### config.mk
export PLATFORM = sky130hd
export DESIGN_NAME = bz_serializer_flat
export DESIGN_NICKNAME = d
export VERILOG_FILES = /design/src/rtl/bz_serializer_if.sv /design/src/rtl/bz_serializer.sv /design/src/flat_wrapper.sv
export SDC_FILE = /design/constraint.sdc
export NUM_CORES = 1
export LEC_CHECK = 0
export CORE_MARGIN = 4
export CORE_UTILIZATION = 25
export DETAILED_ROUTE_END_ITERATION = 6
export SETUP_SLACK_MARGIN = 0.2
export SKIP_CTS_REPAIR_TIMING = 1
export SYNTH_ARGS = -nofsm -noshare
export SYNTH_HDL_FRONTEND = slang
export SYNTH_SLANG_ARGS = --single-unit
export TNS_END_PERCENT = 5
### constraint.sdc
create_clock -name clk -period 3.1 [get_ports clk]
set_input_delay 0.62 -clock clk [delete_from_list [all_inputs] [get_ports clk]]
set_output_delay 0.62 -clock clk [all_outputs]
set_load 0.03 [all_outputs]
### src/rtl/bz_serializer_if.sv
// ============================================================================
//  Module   : bz_serializer_if
//  Purpose  : Channel bundle carrying 32-bit core words into the serializer.
//             A word transfers on a rising clock edge with v=1 and a=1.
//  Signals  : d[31:0] - core word (bits [31:30] are code bits)
//             v       - word valid, driven by the source
//             a       - accept, driven by the sink
//  Modports : master - word source (drives d, v; samples a)
//             slave  - word sink   (samples d, v; drives a)
//  Revision : 1.0 - initial release
// ============================================================================
`default_nettype none

interface bz_serializer_if #(
  parameter int NPCin = 32
);
  logic [NPCin-1:0] d;
  logic             v;
  logic             a;

  modport master (output d, output v, input a);
  modport slave  (input d, input v, output a);
endinterface

`default_nettype wire

### src/rtl/bz_serializer.sv
// ============================================================================
//  Module   : bz_serializer
//  Purpose  : Turns each accepted 32-bit core word into a 4-flit router packet
//             (header flit carrying the route, then three 10-bit data flits,
//             tail bit set on the last) and writes the flits into the FIFO
//             that feeds the router. Flit format is {tail, payload[9:0]}.
//  Ports    : clk           - clock
//             reset         - asynchronous, active-high reset
//             PC_in_channel - core word channel (slave side; drives a)
//             route[9:0]    - packet route, captured together with d
//             data_out[10:0]- flit to FIFO
//             wrreq         - FIFO write request (one flit per cycle)
//             isfull        - FIFO full flag
//             code_err      - sticky: an accepted word had d[31:30] != 0
//             busy          - high whenever a packet is in progress
//  Revision : 1.0 - initial release
// ============================================================================
`default_nettype none

module bz_serializer #(
  parameter int NPCin    = 32,
  parameter int NPCroute = 10
) (
  input  wire logic                clk,
  input  wire logic                reset,
  bz_serializer_if.slave           PC_in_channel,
  input  wire logic [NPCroute-1:0] route,
  output logic      [NPCroute:0]   data_out,
  output logic                     wrreq,
  input  wire logic                isfull,
  output logic                     code_err,
  output logic                     busy
);

  localparam logic [2:0] S_IDLE = 3'd0;
  localparam logic [2:0] S_HDR  = 3'd1;
  localparam logic [2:0] S_D0   = 3'd2;
  localparam logic [2:0] S_D1   = 3'd3;
  localparam logic [2:0] S_D2   = 3'd4;

  logic [2:0]       r_state;
  logic [2:0]       w_state_nxt;
  logic [NPCin-3:0] r_word;   // code bits [31:30] are never routed
  logic [NPCroute-1:0] r_route;
  logic             w_xfer;

  // Accept is combinational, so a transfer happens exactly when the FSM is
  // able to take a word this cycle (IDLE, or D2 with the tail being written).
  assign w_xfer = PC_in_channel.v & PC_in_channel.a;

  // ---------------------------------------------------------------- state reg
  always_ff @(posedge clk or posedge reset) begin
    if (reset) r_state <= S_IDLE;
    else       r_state <= w_state_nxt;
  end

  // ---------------------------------------------------------------- next state
  always_comb begin
    w_state_nxt = r_state;
    case (r_state)
      S_IDLE: if (w_xfer)  w_state_nxt = S_HDR;
      S_HDR:  if (!isfull) w_state_nxt = S_D0;
      S_D0:   if (!isfull) w_state_nxt = S_D1;
      S_D1:   if (!isfull) w_state_nxt = S_D2;
      S_D2:   if (!isfull) w_state_nxt = PC_in_channel.v ? S_HDR : S_IDLE;
      default:             w_state_nxt = S_IDLE;
    endcase
  end

  // ---------------------------------------------------------------- outputs
  always_comb begin
    data_out        = '0;
    wrreq           = 1'b0;
    PC_in_channel.a = 1'b0;
    case (r_state)
      S_IDLE: PC_in_channel.a = 1'b1;
      S_HDR: begin
        data_out = {1'b0, r_route};
        wrreq    = !isfull;
      end
      S_D0: begin
        data_out = {1'b0, r_word[29:20]};
        wrreq    = !isfull;
      end
      S_D1: begin
        data_out = {1'b0, r_word[19:10]};
        wrreq    = !isfull;
      end
      S_D2: begin
        // Next word is accepted on the same edge the tail is written, which
        // gives back-to-back packets with no idle cycle.
        data_out        = {1'b1, r_word[9:0]};
        wrreq           = !isfull;
        PC_in_channel.a = !isfull;
      end
      default: begin
        data_out        = '0;
        wrreq           = 1'b0;
        PC_in_channel.a = 1'b0;
      end
    endcase
  end

  assign busy = (r_state != S_IDLE);

  // ---------------------------------------------------------------- capture
  // Word and route only move on a transfer so flits stay stable for the
  // whole packet regardless of what the source does with d/route.
  always_ff @(posedge clk or posedge reset) begin
    if (reset) begin
      r_word   <= '0;
      r_route  <= '0;
      code_err <= 1'b0;
    end else if (w_xfer) begin
      r_word  <= PC_in_channel.d[NPCin-3:0];
      r_route <= route;
      if (PC_in_channel.d[NPCin-1:NPCin-2] != 2'b00) code_err <= 1'b1;
    end
  end

endmodule

`default_nettype wire

### src/flat_wrapper.sv
// flat-port wrapper written by rule: the top's interface ports become plain ports
module bz_serializer_flat 
#(
  parameter int NPCin    = 32,
  parameter int NPCroute = 10
)
  (clk, reset, route, data_out, wrreq, isfull, code_err, busy, PC_in_channel_d, PC_in_channel_v, PC_in_channel_a);
  bz_serializer_if #(.NPCin(NPCin)) PC_in_channel_i ();
  input  wire logic clk;
  input  wire logic reset;
  input  wire logic [NPCroute-1:0] route;
  output logic      [NPCroute:0] data_out;
  output logic wrreq;
  input  wire logic isfull;
  output logic code_err;
  output logic busy;
  input wire logic [$bits(PC_in_channel_i.d)-1:0] PC_in_channel_d;
  input wire logic [$bits(PC_in_channel_i.v)-1:0] PC_in_channel_v;
  output wire logic [$bits(PC_in_channel_i.a)-1:0] PC_in_channel_a;
  assign PC_in_channel_i.d = PC_in_channel_d;
  assign PC_in_channel_i.v = PC_in_channel_v;
  assign PC_in_channel_a = PC_in_channel_i.a;
  bz_serializer #(.NPCin(NPCin), .NPCroute(NPCroute)) u_core (.clk(clk), .reset(reset), .PC_in_channel(PC_in_channel_i), .route(route), .data_out(data_out), .wrreq(wrreq), .isfull(isfull), .code_err(code_err), .busy(busy));
endmodule
==> results.txt <==
Status -> finished, final reports clean
Clock Tree Root -> clkbuf_8
Synthesized area -> 2170 um^2
Design area -> 2980 um^2
Storage cell area -> 1100 um^2
FFs w/ async S/R, synth -> 100%
Nets -> 260
Ranking of synthesized cells by area -> dfrtp_1, mux2_4, mux2i_1
Clock Latency Late Sink -> 0.29 ns
Setup TNS -> 0 ns
Layout cells sized above 1 -> 27.0%
Max-Cap Viols -> 0
Standard-cell rows -> 33
CP peak stage delay -> 0.71 ns
Layout filler cell count -> 835
CP max FO -> 14
Clock transition at path regs -> 0.08 ns
Overall routing resource usage -> 10.3%
Detail Placement HPWL -> 3.81 mm
Core area -> 8340 um^2
Synth area leader -> dfrtp_1
Final hold vios -> 0
WP data arrival -> 2.24 ns
IO buf count -> 60
Pins Over Slew Limit -> 0
CTS HTree Levels -> 2
First-pass GRT wire length -> 8.22 mm
Crit-path cells -> nor2b_1, a22oi_1, o22ai_1, clkdlybuf4s50_1
Fin crit period -> 2.86 ns
Largest family of logic cells by synthesized area -> multiplexers
GPL Wtd Cong -> 0.703
Slew headroom -> 39.9%
Upper clock frequency limit -> 349 MHz
Vias in the first global route -> 1,497
Iter 0 DRT Violations -> 38
Via density -> 4.39
Final wirelength -> 5.05 mm
Maximum vdd drop -> 0.314 mV
Synthesized Nets -> 196
Leakage power -> 0.00132 uW
Synth Flop Type -> dfrtp_1
CP Class -> reg -> out
Crit-path slowest cell -> clkdlybuf4s50_1
Initial antenna violation count -> 0
Post-synthesis xor/xnor area fraction -> 0.403%
Placed instance area -> 2880 um^2
Max clock buf depth -> 2
Worst setup EP type -> output pin
Io pins -> 61
Synth Instances -> 150
Power Density -> 1060 nW/um^2
CTS Buf Count -> 5
Final period utilization -> 92.3%
Synth Area per Inst -> 14.5 um^2
Area share of the largest cell type after synthesis -> 50.7%
Diodes inserted -> 0
Antenna viol nets, final -> 0
Die width -> 101 um
Area of the multi-input gates -> 998 um^2
Compound-Gate Fraction of Synth Area -> 8.81%
DRC violations left -> 0
Initial Util -> 26.1%
Synth top cells by count -> dfrtp_1, mux2_4, a22oi_1, mux2i_1, o22ai_1
Post-synth EDFFs -> 0
Worst slew pin tran -> 0.901 ns
Clock sinks -> 44
Register area share after synthesis -> 50.7%
Yosys reg bits -> 44
Hold WC Path Type -> reg -> reg
RSZ-0062 raised after global routing -> yes
Remaining global-route overflow -> 0
Routed len/inst -> 15.8 um
Area grow syn2layout -> 36.9%
Simple-Gate Fraction of Synth Area -> 4.43%
Largest net degree at the start of global routing -> 45
DR pass1 iterations -> 4
CTS tree -> yes
Final setup violation count -> 0
DIE HEIGHT -> 101 um
Synth warn -> 0
WP data required -> 2.48 ns
Die area -> 10,200 um^2
Startpoint Class -> register
Final Skew -> 0.00618 ns
Synth Area in Adders -> 0%
Vias -> 1,404
Most numerous cell in the Yosys netlist -> dfrtp_1
Mux cell area share after synthesis -> 32.1%
Library cells used by synthesis -> 25
==> logic make-up (layout without fill, tap and decap cells) <==
kind of cell | Yosys count | count (layout)
AO/OA/AOI/OAI | 26 | 26
flip-flops | 44 | 44
XOR/XNOR | 1 | 1
buffers and inverters | 11 | 76
multiplexers | 50 | 50
AND/OR/NAND/NOR | 18 | 18
==> power breakdown <==
part           total [uW]  leakage, uW  switching, uW  internal [uW]
clock network         364    0.0000455            182            182
logic                1750     0.000764            801            947
registers            1050     0.000515            186            863
total                3160      0.00132           1170           1990
==> path summary, 6_finish.rpt <==
kind	start	endpoint	slack, ns	cells after the start
worst min-delay path	u_core.code_err	u_core.code_err	0.51	1
worst min register to register	u_core.code_err	u_core.code_err	0.51	1
max in group asynchronous	reset	u_core.r_state[2]	1.63	2
min in group asynchronous	reset	u_core.code_err	0.85	2
worst max-delay path	u_core.r_state[2]	data_out[9]	0.24	4
worst max register to register	u_core.r_state[0]	u_core.r_route[0]	1.35	5
==> sequential cells by signal, indices dropped and copies added, names as in the netlist <==
| name | flops |
|---|---|
| u_core.code_err | 1 |
| u_core.r_state | 3 |
| u_core.r_route | 10 |
| u_core.r_word | 30 |
==> layout make-up <==
cell class | count | share of cell area (%)
clock buffer | 8 | 3.03
inverter | 2 | 0.252
multi-input combinational | 95 | 33.6
sequential | 44 | 37.0
tap | 105 | 4.42
timing repair buffer | 66 | 21.7
==> metrics by stage <==
step | hold slack, ns | worst slack [ns] | std cells | total power (uW) | util (%)
global route | 0.534 | 0.128 | 320 | 3350 | 35.7
finish | 0.506 | 0.238 | 320 | 3160 | 35.7
floorplan | 0.480 | 0.966 | 150 | 2280 | -
CTS | 0.514 | 0.176 | 320 | 3190 | 35.6
global placement | 0.461 | 0.352 | 312 | 2790 | 34.5
detailed placement | 0.494 | 0.343 | 312 | 2810 | 34.5
==> layer usage <==
metal / part of all wire [%] / track usage [%] / vias to the layer above
met5: 0 / 0 / -
met3: 3.4 / 2.75 / 6
met2: 47 / 15.3 / 29
met1: 48 / 14.6 / 692
li1: - / - / 677
met4: 1.7 / 3.07 / 0
==> cell usage in the layout (no fill, tap or decap) <==
master / n
nor3b_1: 1
mux2_2: 1
nand2b_1: 2
and2_1: 1
or3_1: 1
nand2_2: 1
o22ai_1: 10
nor2_1: 4
nor2b_2: 2
a211oi_4: 1
dfrtp_1: 43
xnor2_1: 1
a32o_1: 1
clkbuf_8: 6
nand2_1: 3
dfrtp_2: 1
mux2i_1: 10
a22oi_1: 10
mux2_4: 39
buf_4: 6
clkdlybuf4s50_1: 60
a31oi_1: 1
inv_1: 1
o21bai_1: 1
inv_2: 1
o21ai_0: 2
nor2b_1: 3
clkbuf_1: 2
==> worst max-delay path: cells and delay by family, from the launching register on <==
| kind | cells | cell delay (ns) |
|---|---|---|
| flip-flops | 1 | 0.50 |
| buffers and inverters | 1 | 0.71 |
| AO/OA/AOI/OAI | 2 | 0.38 |
| AND/OR/NAND/NOR | 1 | 0.37 |
Power figures use the tool's default switching activity.
